`src/rtl/flu_offset_attach.sv`:
```
// Single register stage on an FLU stream that binds one per-frame extraction offset to every
// output word and raises a sticky flag on malformed SOP/EOP sequences.
module flu_offset_attach #(
  parameter int unsigned DATA_WIDTH    = 256,
  parameter int unsigned SOP_POS_WIDTH = 3,
  parameter int unsigned OFFSET_WIDTH  = 10
) (
  input  logic                              CLK,
  input  logic                              RESET,
  input  logic [DATA_WIDTH-1:0]             RX_DATA,
  input  logic [SOP_POS_WIDTH-1:0]          RX_SOP_POS,
  input  logic [$clog2(DATA_WIDTH/8)-1:0]   RX_EOP_POS,
  input  logic                              RX_SOP,
  input  logic                              RX_EOP,
  input  logic                              RX_SRC_RDY,
  output logic                              RX_DST_RDY,
  input  logic [OFFSET_WIDTH-1:0]           OFF_DATA,
  input  logic                              OFF_SRC_RDY,
  output logic                              OFF_DST_RDY,
  output logic [DATA_WIDTH-1:0]             TX_DATA,
  output logic [SOP_POS_WIDTH-1:0]          TX_SOP_POS,
  output logic [$clog2(DATA_WIDTH/8)-1:0]   TX_EOP_POS,
  output logic                              TX_SOP,
  output logic                              TX_EOP,
  output logic                              TX_SRC_RDY,
  input  logic                              TX_DST_RDY,
  output logic [OFFSET_WIDTH-1:0]           TX_OFFSET,
  output logic                              ERR
);

  localparam int unsigned EopW       = $clog2(DATA_WIDTH / 8);
  localparam int unsigned BlockBytes = DATA_WIDTH / 8 / (2 ** SOP_POS_WIDTH);
  // One guard bit so the SOP byte index never wraps before the compare.
  localparam int unsigned IdxW       = EopW + 1;

  localparam logic [0:0] StIdle    = 1'b0;
  localparam logic [0:0] StInFrame = 1'b1;

  logic                     valid_q;
  logic [DATA_WIDTH-1:0]    data_q;
  logic [SOP_POS_WIDTH-1:0] sop_pos_q;
  logic [EopW-1:0]          eop_pos_q;
  logic                     sop_q;
  logic                     eop_q;
  logic [OFFSET_WIDTH-1:0]  tx_off_q;
  logic [OFFSET_WIDTH-1:0]  cur_off_q;
  logic [0:0]               state_q;
  logic [0:0]               state_d;
  logic                     err_q;
  logic                     err_d;
  logic                     rx_rdy;
  logic                     rx_acc;
  logic [IdxW-1:0]          s_idx;
  logic [IdxW-1:0]          e_idx;

  always_comb begin
    rx_rdy = RESET & (~valid_q | TX_DST_RDY) & (~RX_SOP | OFF_SRC_RDY);
    rx_acc = RX_SRC_RDY & rx_rdy;
    s_idx  = IdxW'(RX_SOP_POS) * IdxW'(BlockBytes);
    e_idx  = IdxW'(RX_EOP_POS);
  end

  always_comb begin
    state_d = state_q;
    err_d   = err_q;
    if (rx_acc) begin
      case ({RX_SOP, RX_EOP})
        2'b10:   state_d = StInFrame;
        2'b01:   state_d = StIdle;
        // Both markers: SOP after EOP means the word closes one frame and opens the next.
        2'b11:   state_d = (s_idx > e_idx) ? StInFrame : StIdle;
        default: state_d = state_q;
      endcase
      if (state_q == StInFrame) begin
        if (RX_SOP && !(RX_EOP && (e_idx < s_idx))) err_d = 1'b1;
      end else begin
        if (RX_EOP && !(RX_SOP && (s_idx <= e_idx))) err_d = 1'b1;
        if (!RX_SOP && !RX_EOP) err_d = 1'b1;
      end
    end
  end

  always_ff @(posedge CLK) begin
    if (!RESET) begin
      valid_q   <= 1'b0;
      state_q   <= StIdle;
      err_q     <= 1'b0;
      cur_off_q <= '0;
      tx_off_q  <= '0;
    end else begin
      state_q <= state_d;
      err_q   <= err_d;
      if (rx_acc) begin
        valid_q <= 1'b1;
        if (RX_SOP) begin
          cur_off_q <= OFF_DATA;
          tx_off_q  <= OFF_DATA;
        end else begin
          tx_off_q  <= cur_off_q;
        end
      end else if (TX_DST_RDY) begin
        valid_q <= 1'b0;
      end
    end
  end

  // Payload fields need no reset; they are qualified by TX_SRC_RDY.
  always_ff @(posedge CLK) begin
    if (rx_acc) begin
      data_q    <= RX_DATA;
      sop_pos_q <= RX_SOP_POS;
      eop_pos_q <= RX_EOP_POS;
      sop_q     <= RX_SOP;
      eop_q     <= RX_EOP;
    end
  end

  always_comb begin
    RX_DST_RDY  = rx_rdy;
    OFF_DST_RDY = rx_acc & RX_SOP;
    TX_DATA     = data_q;
    TX_SOP_POS  = sop_pos_q;
    TX_EOP_POS  = eop_pos_q;
    TX_SOP      = sop_q;
    TX_EOP      = eop_q;
    TX_SRC_RDY  = valid_q & RESET;
    TX_OFFSET   = {OFFSET_WIDTH{RESET}} & tx_off_q;
    ERR         = err_q & RESET;
  end

endmodule
```
`config.mk`:
```
export PLATFORM = sky130hd
export DESIGN_NAME = flu_offset_attach
export DESIGN_NICKNAME = d
export VERILOG_FILES = /design/src/rtl/flu_offset_attach.sv
export SDC_FILE = /design/constraint.sdc
export NUM_CORES = 1
export LEC_CHECK = 0
export BUFFER_PORTS_ARGS = -buffer_cell sky130_fd_sc_hd__buf_4
export CORE_AREA = 5 5 213 215
export CTS_CLUSTER_DIAMETER = 40
export DETAILED_ROUTE_END_ITERATION = 7
export DIE_AREA = 0 0 218 220
export GPL_TIMING_DRIVEN = 0
export SLEW_MARGIN = 20
export SYNTH_ARGS = -nofsm -noshare
export SYNTH_HDL_FRONTEND = slang
export SYNTH_SLANG_ARGS = --single-unit
```
`constraint.sdc`:
```
create_clock -name CLK -period 10.5 [get_ports CLK]
set_input_delay 2.1 -clock CLK [delete_from_list [all_inputs] [get_ports CLK]]
set_output_delay 2.1 -clock CLK [all_outputs]
set_load 0.02 [all_outputs]
```
After elaboration in Yosys (flattened, before gate mapping)
Index checks and enable logic that the tools add are counted.
Word-level totals
  output and inout port bits: 280
  input bits: 281
  logic and storage cells: 50
  register bits: 279
Cells by class
  mux-type cells: 8
  bitwise operators: 11
  reduce and logical (&&, ||, !) cells: 15
  equal/unequal tests: 4
  $lt $le $gt $ge: 3
Operators with widths (count)
  $and 10x10->10: 1
  $mux 1: 7
  $and 1x1->1: 6
  $reduce_bool 3->1: 2
  $gt 5x5->1: 1
  $le 5x5->1: 1
  $logic_and 1x1->1: 5
  $lt 5x5->1: 1
  $eq 2x2->1 const B: 2
  $logic_not 1->1: 4
  $reduce_and 2->1: 2
  $pmux 1 s3: 1
  $reduce_and 3->1: 1
  $eq 2x1->1 const B: 1
  $ne 2x1->1 const B: 1
  $not 1->1: 2
  $or 1x1->1: 2
  $reduce_bool 2->1: 1

Depth between registers and ports, before layout
  depth in word-level cells: 7
  depth in mapped cells: 7
  gate-level depth less buffers: 7

Least setup slack after synthesis
OpenSTA, ideal clock, no wires.
  kind: input -> register
  start: input TX_DST_RDY
  end: register cur_off_q[2]
  path buffers: 2
  required time: 10.432 ns
  data arrival time: 4.771 ns
  stages: 6
  setup time: 0.068 ns
  path slack: 5.661 ns
  path through: nand2b_1 and4_4 buf_6 buf_4 nand3_1 a21boi_2
On the way
  longest elaborated chain between the ends: 5
Ends and longest elaborated chain
  start, declared: RTL line 26  | input logic TX_DST_RDY,
  $or 1x1->1: RTL line 57  | rx_rdy = RESET & (~valid_q | TX_DST_RDY) & (~RX_SOP | OFF_SRC_RDY);
  $and 1x1->1 (2 in series): RTL line 57
  $and 1x1->1: RTL line 58  | rx_acc = RX_SRC_RDY & rx_rdy;
  named net rx_acc: RTL line 52  | logic rx_acc;
  $reduce_and 2->1 (no line)
  end signal, assigned: RTL line 88  | cur_off_q <= '0;
  end signal, assigned: RTL line 96  | cur_off_q <= OFF_DATA;
  end, declared: RTL line 46  | logic [OFFSET_WIDTH-1:0] cur_off_q;
The timed path passes the listed nets, and every way through them passes these cells.
A chain may end at the register's enable or synchronous reset.

Final worst setup path
  start: input RESET
  end: output RX_DST_RDY
On the way
  longest elaborated chain between the ends: 2
Ends and longest elaborated chain
  start, declared: RTL line 9  | input logic RESET,
  $and 1x1->1 (2 in series): RTL line 57
  end, declared: RTL line 16  | output logic RX_DST_RDY,
No other way between the ends.

==> run_results.csv <==
group,metric,value,unit
global_route,grt_max_degree,104,
critical_path,slowest_delay,0.32,ns
final_layout,fin_nets,1248,
timing,final.period_utilization,0.483,
clock_tree,cts_tree,"yes",
floorplanning,dieArea,48000,um^2
synthesis,synthAdderAreaFrac,0.00428,
global_route,grt.total_usage,0.111,
final_layout,final_common_cell,"buf_4",
timing,hold_ws,0.456,ns
timing,clock_skew,0.0155,ns
synthesis,yosys.cell_types.count,27,
clock_tree,post-cts-setup-buffers,0,
synthesis,synthXorXnorAreaFrac,0.000999,
synthesis,post-synth-top-area-cell,"edfxtp_1",
power_and_ir_drop,internal_power,2.44,mW
floorplanning,fp.dieW,218,um
placement,dpl_cell_area,13800,um^2
timing,hold_viol,0,
synthesis,synth_ff_type,"edfxtp_1",
critical_path,crit_path_end_kind,"output pin",
detailed_routing,vias,5782,
synthesis,synth_compound_area_frac,0.0191,
final_layout,final_area,15500,um^2
synthesis,synth_top_family_by_area,"simple AND/OR/NAND/NOR gates",
timing,fin_ws,5.43,ns
detailed_routing,first_iter_violations,323,
timing,finalCriticalPeriod,5.07,ns
final_layout,area_delta_synth_final,76.4,%
critical_path,crit_slowest_cell,"clkbuf_1",
final_layout,fin_util,0.355,
critical_path,crit_buf_inv,3,
power_and_ir_drop,seq_power_share,0.412,
critical_path,critical_path.cell_chain,"buf_4 > clkbuf_1 > and3_1 > buf_4",
placement,numPortBuffers,560,
critical_path,critPathRequiredTime,8.40,ns
power_and_ir_drop,p_clk_frac,0.512,
power_and_ir_drop,power.leakage,6.32,nW
worst_hold_path,hold_path_class,"flop to flop",
power_and_ir_drop,p_comb_frac,0.076,
global_route,grt_pass1_wl,39.7,mm
synthesis,synth.area.mux_share,0,
critical_path,worstSetupPathType,"primary input to output pin",
synthesis,synth_top_area_frac,0.911,
critical_path,crit_family,"buffers and inverters",
timing,max_freq,197,MHz
floorplanning,core,43500,um^2
detailed_routing,ant_nets,0,
detailed_routing,first_pass_iters,4,
synthesis,synth_nets,636,
clock_tree,cts-buffers-inserted,48,
clock_tree,root_buffer,"clkbuf_16",
synthesis,synthArstFlopShare,0,
clock_tree,hold_buffers,0,
detailed_routing,wl_per_cell,18.0,um
critical_path,cpMostUsedCell,"buf_4",
clock_tree,path_clk_slew,0.05,ns
placement,placed_cells,1506,
power_and_ir_drop,ir_worst_vdd,0.120,mV
synthesis,ys_warn_count,0,
floorplanning,initial_utilization,0.201,
global_route,grt-ovfl-total,0,
floorplanning,rows,77,
final_layout,fillCellCount,4154,
placement,place_congestion,0.777,
power_and_ir_drop,total_power,3.12,mW
power_and_ir_drop,switching_share,0.219,
clock_tree,clk_latency,0.55,ns
final_layout,fin_cells,1597,
placement,pre_cts_ws,5.39,ns
synthesis,yosys-top-cells-area,"edfxtp_1 91%, dfxtp_1 3.0%, a21boi_2 1.3%",
run,drv_cap,0,
power_and_ir_drop,p_sw,683,uW
critical_path,cp-start-kind,"primary input",
global_route,antenna_found_initial,5,
critical_path,worstPathArrival,2.97,ns
detailed_routing,wirelength,28.8,mm
timing,worst_slew_pin_slew,0.650,ns
placement,hpwl,22.4,mm
clock_tree,clock_sinks,279,
final_layout,mostFrequentLayoutCells,"560 x buf_4, 266 x edfxtp_1, 49 x clkbuf_16",
clock_tree,post_cts_resized,0,
synthesis,synth-simple-area-share,0.0268,
timing,slew_headroom,0.567,
synthesis,synth-seq-cells,279,
synthesis,synthCells,352,
timing,rsz0062_at_grt,"no",
clock_tree,clock_path_buffers,3,
timing,finalMaxSlewViolations,0,
floorplanning,io_pins,561,
synthesis,synth_edf_count,266,
final_layout,drive_above_1_share,0.666,
synthesis,synth-seq-area-share,0.941,
power_and_ir_drop,p_per_area,202,nW/um^2
critical_path,cp_max_fo,10,
detailed_routing,vias_per_cell,3.62,
clock_tree,htreeDepth,2,
timing,setup-tns-final,0,ns
detailed_routing,drc,0,
synthesis,netlist_area,8770,um^2
timing,setup-violations-final,0,
synthesis,avgSynthCellArea,24.9,um^2
floorplanning,chipHeight,220,um
global_route,first_global_vias,6177,
outcome,status,"finished clean",
[metal layers]
metal,global-route usage,vias up,wire length [um],share of wire
met1,0.122,2762,10000,0.35
met4,0.0419,2,708,0.025
met5,0,-,13,0.00045
met2,0.192,336,14700,0.51
met3,0.0470,49,3310,0.11
li1,-,2633,-,-
[worst register-to-register path: cells and delay by family, from the launching register on]
kind / cells / cell delay (ns)
buffers and inverters: 3 / 1.11
DFF: 1 / 0.30
and+or+nand+nor: 2 / 0.33
[power by group through the flow]
stage          Sequential, mW  Clock (mW)  Combinational, mW
2_1_floorplan            1.36           0             0.0283
3_3_place_gp             1.31           0              0.234
3_5_place_dp             1.31           0              0.240
4_1_cts                  1.29        1.65              0.241
5_1_grt                  1.29        1.71              0.251
6_report                 1.29        1.60              0.236
[sequential cells by signal (all words and copies together) (netlist names)]
signal and cells:
err_q 1, cur_off_q 10, TX_SOP_POS 3, TX_SOP 1, TX_DATA 256, TX_EOP 1, TX_EOP_POS 5, state_q 1
valid_q 1
[cells in the mapped netlist (all sizes together) (2+ instances only)]
cell,n
and2,12
o21ai,2
dfxtp,13
clkbuf,2
buf,4
ha,3
nand2b,2
nand2,12
a21o,2
a21boi,11
inv,5
edfxtp,266
nand3,11
[area by class of cell]
type	instances	area, um^2	share of cell area
Sequential cell	279	8250	0.533
Timing Repair Buffer	562	4260	0.275
Clock buffer	54	1250	0.0812
Tap cell	592	741	0.0479
Multi-Input combinational cell	62	449	0.0290
Clock inverter	36	432	0.0279
Buffer	6	58.8	0.00380
Inverter	5	18.8	0.00121
Antenna cell	1	2.50	0.000162
[final timing paths]
check               start      endpoint  slack, ns  cells past startpoint
max                 RESET    RX_DST_RDY       5.43                      4
min          cur_off_q[1]  cur_off_q[1]       0.46                      2
max reg2reg       valid_q   TX_DATA[21]       8.27                      5
min reg2reg  cur_off_q[1]  cur_off_q[1]       0.46                      2
[cell families (layout without fill, tap and decap cells)]
kind of cell,Yosys count,in the layout
DFF,279,279
and+or+nand+nor,40,40
AOI/OAI and AO/OA,18,18
buffers and inverters,11,663
adders and majority gates,3,3
xor gates and xnor gates,1,1
other,0,1
(Power assumes the default switching activity.)
